===== config.mk =====
export PLATFORM = sky130hd
export DESIGN_NAME = vga_display_timing_flat
export DESIGN_NICKNAME = d
export VERILOG_FILES = /design/src/rtl/vga_timing_pkg.sv /design/src/rtl/vga_display_timing_if.sv /design/src/rtl/sync_delay_line.sv /design/src/rtl/vga_display_timing.sv /design/src/flat_wrapper.sv
export SDC_FILE = /design/constraint.sdc
export NUM_CORES = 1
export LEC_CHECK = 0
export CAP_MARGIN = 20
export CORE_MARGIN = 3
export CORE_UTILIZATION = 55
export CTS_BUF_LIST = sky130_fd_sc_hd__clkbuf_16
export DETAILED_ROUTE_END_ITERATION = 16
export PLACE_DENSITY = 0.91
export SYNTH_ARGS = -nofsm -noshare
export SYNTH_HDL_FRONTEND = slang
export SYNTH_HIERARCHICAL = 1
export SYNTH_SLANG_ARGS = --single-unit

===== constraint.sdc =====
create_clock -name clk -period 3.5 [get_ports clk]
set_input_delay 0.7 -clock clk [delete_from_list [all_inputs] [get_ports clk]]
set_output_delay 0.7 -clock clk [all_outputs]
set_load 0.005 [all_outputs]

===== src/rtl/vga_timing_pkg.sv =====
// VGA 640x480@60 timing constants, counter type and RGB444 pixel type.
// Shared by the display timing generator and its delay line.
package vga_timing_pkg;

    localparam int H_ACTIVE   = 640;
    localparam int H_FRONT    = 16;
    localparam int H_SYNC     = 96;
    localparam int H_BACK     = 48;
    localparam int V_ACTIVE   = 480;
    localparam int V_FRONT    = 10;
    localparam int V_SYNC     = 2;
    localparam int V_BACK     = 33;
    localparam int PIPE_DELAY = 2;

    localparam int H_TOTAL  = H_ACTIVE + H_FRONT + H_SYNC + H_BACK;
    localparam int V_TOTAL  = V_ACTIVE + V_FRONT + V_SYNC + V_BACK;
    localparam int HS_START = H_ACTIVE + H_FRONT;
    localparam int HS_STOP  = HS_START + H_SYNC;
    localparam int VS_START = V_ACTIVE + V_FRONT;
    localparam int VS_STOP  = VS_START + V_SYNC;

    typedef logic [9:0] cnt_t;

    typedef struct packed {
        logic [3:0] r;
        logic [3:0] g;
        logic [3:0] b;
    } rgb444_t;

endpackage


===== src/rtl/vga_display_timing_if.sv =====
// Display-side bundle: composer strobes, palette colour and VGA pins.
// master = timing generator, slave = composer/board side.
interface vga_display_timing_if;

    logic        video_enable;
    logic        display_next_pixel;
    logic        display_next_line;
    logic        display_next_frame;
    logic        display_current_field;
    logic [11:0] rgb_in;
    logic [3:0]  vga_r;
    logic [3:0]  vga_g;
    logic [3:0]  vga_b;
    logic        vga_hsync;
    logic        vga_vsync;

    modport master (
        input  video_enable,
        input  rgb_in,
        output display_next_pixel,
        output display_next_line,
        output display_next_frame,
        output display_current_field,
        output vga_r,
        output vga_g,
        output vga_b,
        output vga_hsync,
        output vga_vsync
    );

    modport slave (
        output video_enable,
        output rgb_in,
        input  display_next_pixel,
        input  display_next_line,
        input  display_next_frame,
        input  display_current_field,
        input  vga_r,
        input  vga_g,
        input  vga_b,
        input  vga_hsync,
        input  vga_vsync
    );

endinterface


===== src/rtl/sync_delay_line.sv =====
// WIDTH x DEPTH shift register with synchronous active-low clear.
// Cleared stages read as zero.
module sync_delay_line #(
    parameter int WIDTH = 3,
    parameter int DEPTH = 2
) (
    input  logic             clk,
    input  logic             rst_n,
    input  logic [WIDTH-1:0] d_i,
    output logic [WIDTH-1:0] q_o
);

    logic [WIDTH-1:0] stage_q [DEPTH];

    always_ff @(posedge clk) begin
        if (!rst_n) begin
            for (int i = 0; i < DEPTH; i++) begin
                stage_q[i] <= '0;
            end
        end else begin
            stage_q[0] <= d_i;
            for (int i = 1; i < DEPTH; i++) begin
                stage_q[i] <= stage_q[i-1];
            end
        end
    end

    assign q_o = stage_q[DEPTH-1];

endmodule


===== src/rtl/vga_display_timing.sv =====
// Raster timing generator with sync-aligned RGB444 output registers.
// Define VGA_DISPLAY_TIMING_FIELD_EN to toggle the field flag per frame.
module vga_display_timing #(
    parameter int H_ACTIVE   = vga_timing_pkg::H_ACTIVE,
    parameter int H_FRONT    = vga_timing_pkg::H_FRONT,
    parameter int H_SYNC     = vga_timing_pkg::H_SYNC,
    parameter int H_BACK     = vga_timing_pkg::H_BACK,
    parameter int V_ACTIVE   = vga_timing_pkg::V_ACTIVE,
    parameter int V_FRONT    = vga_timing_pkg::V_FRONT,
    parameter int V_SYNC     = vga_timing_pkg::V_SYNC,
    parameter int V_BACK     = vga_timing_pkg::V_BACK,
    parameter int PIPE_DELAY = vga_timing_pkg::PIPE_DELAY
) (
    input  logic                        clk,
    input  logic                        rst_n,
    vga_display_timing_if.master        disp_if
);

    import vga_timing_pkg::*;

    localparam cnt_t H_VIS  = cnt_t'(H_ACTIVE);
    localparam cnt_t H_LAST = cnt_t'(H_ACTIVE + H_FRONT + H_SYNC + H_BACK - 1);
    localparam cnt_t HS_BEG = cnt_t'(H_ACTIVE + H_FRONT);
    localparam cnt_t HS_END = cnt_t'(H_ACTIVE + H_FRONT + H_SYNC);
    localparam cnt_t V_VIS  = cnt_t'(V_ACTIVE);
    localparam cnt_t V_LAST = cnt_t'(V_ACTIVE + V_FRONT + V_SYNC + V_BACK - 1);
    localparam cnt_t VS_BEG = cnt_t'(V_ACTIVE + V_FRONT);
    localparam cnt_t VS_END = cnt_t'(V_ACTIVE + V_FRONT + V_SYNC);

    logic    run_q, run_d;
    cnt_t    h_q, h_d;
    cnt_t    v_q, v_d;
    logic    pix_q, pix_d;
    logic    line_q, line_d;
    logic    frame_q, frame_d;
    logic    vis_raw, hs_raw, vs_raw;
    logic    vis_dl, hs_dl, vs_dl;
    rgb444_t rgb_q, rgb_d;
    logic    hs_n_q, hs_n_d;
    logic    vs_n_q, vs_n_d;

    // The counters hold the position of the current clock; strobes are
    // computed from the position being loaded so they line up with it.
    // run_q marks the first enabled clock, which shows (0,0) unadvanced.
    always_comb begin
        run_d = 1'b0;
        h_d   = '0;
        v_d   = '0;
        if (disp_if.video_enable) begin
            run_d = 1'b1;
            if (run_q) begin
                if (h_q == H_LAST) begin
                    h_d = '0;
                    v_d = (v_q == V_LAST) ? '0 : v_q + cnt_t'(1);
                end else begin
                    h_d = h_q + cnt_t'(1);
                    v_d = v_q;
                end
            end
        end
        pix_d   = run_d && (h_d < H_VIS);
        line_d  = run_d && (h_d == H_LAST);
        frame_d = line_d && (v_d == V_LAST);
    end

    always_ff @(posedge clk) begin
        if (!rst_n) begin
            run_q   <= 1'b0;
            h_q     <= '0;
            v_q     <= '0;
            pix_q   <= 1'b0;
            line_q  <= 1'b0;
            frame_q <= 1'b0;
        end else begin
            run_q   <= run_d;
            h_q     <= h_d;
            v_q     <= v_d;
            pix_q   <= pix_d;
            line_q  <= line_d;
            frame_q <= frame_d;
        end
    end

    // Visibility is carried active-high so a cleared stage means blank.
    assign vis_raw = run_q && (h_q < H_VIS) && (v_q < V_VIS);
    assign hs_raw  = run_q && (h_q >= HS_BEG) && (h_q < HS_END);
    assign vs_raw  = run_q && (v_q >= VS_BEG) && (v_q < VS_END);

    sync_delay_line #(
        .WIDTH (3),
        .DEPTH (PIPE_DELAY)
    ) u_dly (
        .clk   (clk),
        .rst_n (rst_n),
        .d_i   ({vis_raw, hs_raw, vs_raw}),
        .q_o   ({vis_dl, hs_dl, vs_dl})
    );

    always_comb begin
        rgb_d  = vis_dl ? rgb444_t'(disp_if.rgb_in) : '0;
        hs_n_d = !hs_dl;
        vs_n_d = !vs_dl;
    end

    always_ff @(posedge clk) begin
        if (!rst_n) begin
            rgb_q  <= '0;
            hs_n_q <= 1'b1;
            vs_n_q <= 1'b1;
        end else begin
            rgb_q  <= rgb_d;
            hs_n_q <= hs_n_d;
            vs_n_q <= vs_n_d;
        end
    end

`ifdef VGA_DISPLAY_TIMING_FIELD_EN
    logic field_q, field_d;

    assign field_d = frame_q ? !field_q : field_q;

    always_ff @(posedge clk) begin
        if (!rst_n) begin
            field_q <= 1'b0;
        end else begin
            field_q <= field_d;
        end
    end

    assign disp_if.display_current_field = field_q;
`else
    assign disp_if.display_current_field = 1'b0;
`endif

    assign disp_if.display_next_pixel = pix_q;
    assign disp_if.display_next_line  = line_q;
    assign disp_if.display_next_frame = frame_q;
    assign disp_if.vga_r              = rgb_q.r;
    assign disp_if.vga_g              = rgb_q.g;
    assign disp_if.vga_b              = rgb_q.b;
    assign disp_if.vga_hsync          = hs_n_q;
    assign disp_if.vga_vsync          = vs_n_q;

endmodule


===== src/flat_wrapper.sv =====
// flat-port wrapper written by rule: the top's interface ports become plain ports
module vga_display_timing_flat import vga_timing_pkg::*;
#(
    parameter int H_ACTIVE   = vga_timing_pkg::H_ACTIVE,
    parameter int H_FRONT    = vga_timing_pkg::H_FRONT,
    parameter int H_SYNC     = vga_timing_pkg::H_SYNC,
    parameter int H_BACK     = vga_timing_pkg::H_BACK,
    parameter int V_ACTIVE   = vga_timing_pkg::V_ACTIVE,
    parameter int V_FRONT    = vga_timing_pkg::V_FRONT,
    parameter int V_SYNC     = vga_timing_pkg::V_SYNC,
    parameter int V_BACK     = vga_timing_pkg::V_BACK,
    parameter int PIPE_DELAY = vga_timing_pkg::PIPE_DELAY
)
  (clk, rst_n, disp_if_video_enable, disp_if_rgb_in, disp_if_display_next_pixel, disp_if_display_next_line, disp_if_display_next_frame, disp_if_display_current_field, disp_if_vga_r, disp_if_vga_g, disp_if_vga_b, disp_if_vga_hsync, disp_if_vga_vsync);
  vga_display_timing_if disp_if_i ();
  input  logic clk;
  input  logic rst_n;
  input wire logic [$bits(disp_if_i.video_enable)-1:0] disp_if_video_enable;
  input wire logic [$bits(disp_if_i.rgb_in)-1:0] disp_if_rgb_in;
  output wire logic [$bits(disp_if_i.display_next_pixel)-1:0] disp_if_display_next_pixel;
  output wire logic [$bits(disp_if_i.display_next_line)-1:0] disp_if_display_next_line;
  output wire logic [$bits(disp_if_i.display_next_frame)-1:0] disp_if_display_next_frame;
  output wire logic [$bits(disp_if_i.display_current_field)-1:0] disp_if_display_current_field;
  output wire logic [$bits(disp_if_i.vga_r)-1:0] disp_if_vga_r;
  output wire logic [$bits(disp_if_i.vga_g)-1:0] disp_if_vga_g;
  output wire logic [$bits(disp_if_i.vga_b)-1:0] disp_if_vga_b;
  output wire logic [$bits(disp_if_i.vga_hsync)-1:0] disp_if_vga_hsync;
  output wire logic [$bits(disp_if_i.vga_vsync)-1:0] disp_if_vga_vsync;
  assign disp_if_i.video_enable = disp_if_video_enable;
  assign disp_if_i.rgb_in = disp_if_rgb_in;
  assign disp_if_display_next_pixel = disp_if_i.display_next_pixel;
  assign disp_if_display_next_line = disp_if_i.display_next_line;
  assign disp_if_display_next_frame = disp_if_i.display_next_frame;
  assign disp_if_display_current_field = disp_if_i.display_current_field;
  assign disp_if_vga_r = disp_if_i.vga_r;
  assign disp_if_vga_g = disp_if_i.vga_g;
  assign disp_if_vga_b = disp_if_i.vga_b;
  assign disp_if_vga_hsync = disp_if_i.vga_hsync;
  assign disp_if_vga_vsync = disp_if_i.vga_vsync;
  vga_display_timing #(.H_ACTIVE(H_ACTIVE), .H_FRONT(H_FRONT), .H_SYNC(H_SYNC), .H_BACK(H_BACK), .V_ACTIVE(V_ACTIVE), .V_FRONT(V_FRONT), .V_SYNC(V_SYNC), .V_BACK(V_BACK), .PIPE_DELAY(PIPE_DELAY)) u_core (.clk(clk), .rst_n(rst_n), .disp_if(disp_if_i));
endmodule

==> results_dict.tcl <==
set metrics [dict create \
    ir_drop_uv 233.9 \
    finalWirelength_microns 4147 \
    io_pins 33 \
    placer_congestion_estimate 0.9307 \
    cts_htree_levels 2 \
    placement_rows 21 \
    synthDominantCellAreaShare_pct 44.08 \
    finish.net_count 262 \
    cp-end-kind "flop" \
    drt-vias-per-instance 5.683 \
    final_max_slew_viol_count 0 \
    cellPowerDensity_nw_per_um2 431.6 \
    placeableCoreArea_sq_um 3416 \
    critical_path_peak_fanout 15 \
    syn_to_final_growth_pct 23.04 \
    hold_path_class "reg2reg" \
    part_of_the_yosys_area_used_for_sequential_elements_pct 44.08 \
    gr-usage-all-layers_pct 20.60 \
    route.detailed.drc 0 \
    die_height_microns 66.28 \
    cts.path.max_buffers 2 \
    tritoncts "yes" \
    numCtsBuffers 5 \
    max_clock_freq_ghz 0.4547 \
    synth_area_in_compound_gates_pct 6.763 \
    syn_inst 219 \
    synth_xor_area_share_pct 6.575 \
    grt_residual_overflow 0 \
    worstSetupStartpointType "flop" \
    grt_antenna_before_repair 0 \
    synth_area_leader_cell "sky130_fd_sc_hd__dfxtp_1" \
    worst_skew_pair.late_latency_ns 0.28 \
    hold_ws_ns 0.3618 \
    tns_ns 0 \
    clkSlewWorstSetupHoldPaths_ns 0.06 \
    layout-drive-gt1-share_pct 6.967 \
    postRouteAntennaNets 0 \
    final_min_period_over_clock_period_pct 62.83 \
    synth_simple_gate_area_share_pct 33.44 \
    total_of_hold_buffers_inserted_after_clock_tree_synthesis 0 \
    routedWlPerCell_microns 14.30 \
    layout_min_cycle_time_ns 2.199 \
    timing_hold_violations_final 0 \
    asyncSetResetFlopFracSynth_pct 0 \
    power_leakage_nw 0.8906 \
    io_buf_count 31 \
    synth_warnings 6 \
    post_cts.repair.setup_buffers 0 \
    synth_edf_count 0 \
    maximum_number_of_pins_on_one_net_before_global_route_repair 25 \
    netlist-cell-type-count 48 \
    rsz0062_at_grt "false" \
    timing.critical_path.arrival_ns 2.40 \
    ys_seq_elements 44 \
    setup-violations-final 0 \
    worst-setup-path-type "reg2reg" \
    run_status "finished, final reports clean" \
    slew_headroom_pct 50.10 \
    detailroute.via_count 1648 \
    ctsRootBufferMaster "sky130_fd_sc_hd__clkbuf_16" \
    synthMostInstantiatedCell "sky130_fd_sc_hd__dfxtp_1" \
    initial_cell_density_of_the_core_pct 58.50 \
    largest_family_of_logic_cells_by_synthesized_area "simple AND/OR/NAND/NOR gates" \
    synth_top_flop_cell "sky130_fd_sc_hd__dfxtp_1" \
    cts_repair_resize_count 0 \
    first_pass_grt_wire_length_microns 6886 \
    netlist_top_cells_area "sky130_fd_sc_hd__dfxtp_1 (44%), sky130_fd_sc_hd__and3_1 (5.6%), sky130_fd_sc_hd__xnor2_1 (3.9%)" \
    synth_fa_ha_area_share_pct 2.505 \
    post_synthesis_mux_area_share_pct 1.002 \
    diodes 0 \
    floorplan.die_area_sq_um 4392 \
    worst-slew-pin-transition_ns 0.7384 \
    max_cap_viol_count 0 \
    final_core_utilization_pct 71.98 \
    drtPass1Iterations 4 \
    die_width_microns 66.28 \
    required_time_of_the_critical_path_ns 3.70 \
    hpwlAfterDp_microns 2892 \
    first_global_vias 1556 \
    post_synth.cell_area_avg_sq_um 9.124 \
    syn-cell-area_sq_um 1998 \
    clkSinkCount 44 \
    detail_route.iter0.violations 65 \
    final.setup_skew_ns 0.004343 \
    synth_commonest_cells "sky130_fd_sc_hd__dfxtp_1 (44), sky130_fd_sc_hd__nand2_1 (19), sky130_fd_sc_hd__nor2_1 (19)" \
    mappedNetlistNets 238 \
]
## routing by layer
layer	GRT usage, %	up-vias	share of wire [%]	routed length, microns
met4	10.91	0	1.9	80
li1	-	806	-	-
met1	24.66	768	43	1781
met5	0	-	0	0
met3	4.252	9	6.4	264
met2	34.32	65	49	2019
## area by class of cell
cell class / instances / area, sq um
Tap cell: 46 / 57.56
Clock buffer: 5 / 125.1
Clock inverter: 3 / 46.29
Timing Repair Buffer: 32 / 317.8
Fill cell: 241 / 957.2
Multi-Input combinational cell: 154 / 1008
Sequential cell: 44 / 880.8
Inverter: 6 / 22.52
## cell families after synthesis
| family | count (synthesis) |
|---|---|
| AND/OR/NAND/NOR | 113 |
| AO/OA/AOI/OAI | 19 |
| flip-flops | 44 |
| XOR/XNOR | 15 |
| multiplexers | 2 |
| buffers and inverters | 21 |
| other | 1 |
| adder cells (fa/ha/maj) | 4 |
## worst max-delay path, cell delays in order (launching register included)
cell and delay, ns:
sky130_fd_sc_hd__dfxtp_1 0.39, sky130_fd_sc_hd__ha_1 0.24, sky130_fd_sc_hd__and4_1 0.29, sky130_fd_sc_hd__nand3_2 0.27
sky130_fd_sc_hd__a2111oi_0 0.58, sky130_fd_sc_hd__o211ai_2 0.14, sky130_fd_sc_hd__a211oi_1 0.21
## registers in the layout, summed over array words and instances, names as in the netlist
register,flops
u_core/run_q,1
u_core/disp_if.display_next_frame,1
u_core/disp_if.vga_vsync,1
u_core/u_dly/stage_q,6
u_core/h_q,10
u_core/disp_if.display_next_pixel,1
u_core/disp_if.vga_b,4
u_core/v_q,10
u_core/disp_if.vga_hsync,1
u_core/disp_if.display_next_line,1
u_core/disp_if.vga_g,4
u_core/disp_if.vga_r,4
## power by group
group          internal, mW  total (mW)  switching [mW]
combinational        0.0205      0.0315          0.0111
clock                 0.338       0.522           0.184
sequential            0.505       0.507         0.00277
total                 0.863        1.06           0.198
## cell usage in the layout (no fill, tap or decap), types with 5 or more instances in the layout
cell,instances
sky130_fd_sc_hd__dfxtp_1,44
sky130_fd_sc_hd__clkdlybuf4s50_1,31
sky130_fd_sc_hd__nand2_1,19
sky130_fd_sc_hd__nor2_1,19
sky130_fd_sc_hd__and3_1,18
sky130_fd_sc_hd__and2_1,11
sky130_fd_sc_hd__nand3_1,9
sky130_fd_sc_hd__xnor2_1,9
sky130_fd_sc_hd__inv_1,6
sky130_fd_sc_hd__nor3_1,6
sky130_fd_sc_hd__xor2_1,6
sky130_fd_sc_hd__clkbuf_16,5
sky130_fd_sc_hd__nand4_1,5
sky130_fd_sc_hd__a21oi_1,5
## worst paths after layout
path                                            startpoint                                end  slack (ns)  cells past startpoint
worst max-delay path                         u_core/h_q[0]  u_core/disp_if.display_next_frame        1.30                      6
worst min-delay path            u_core/u_dly/stage_q[0][4]           u_core/disp_if.vga_hsync        0.36                      1
worst max register to register               u_core/h_q[0]  u_core/disp_if.display_next_frame        1.30                      6
worst min register to register  u_core/u_dly/stage_q[0][4]           u_core/disp_if.vga_hsync        0.36                      1
## per-stage QoR
stage          power, mW  instance area, sq um  setup slack (ns)  cells
2_1_floorplan     0.5259                  1998             1.595    219
3_3_place_gp      0.5486                  2287             1.275    282
3_5_place_dp      0.5494                  2287             1.210    282
4_1_cts            1.072                  2459             1.286    290
5_1_grt            1.093                  2459             1.173    290
6_report           1.061                  2459             1.301    290
No activity file was read; power rests on OpenSTA's default activity.
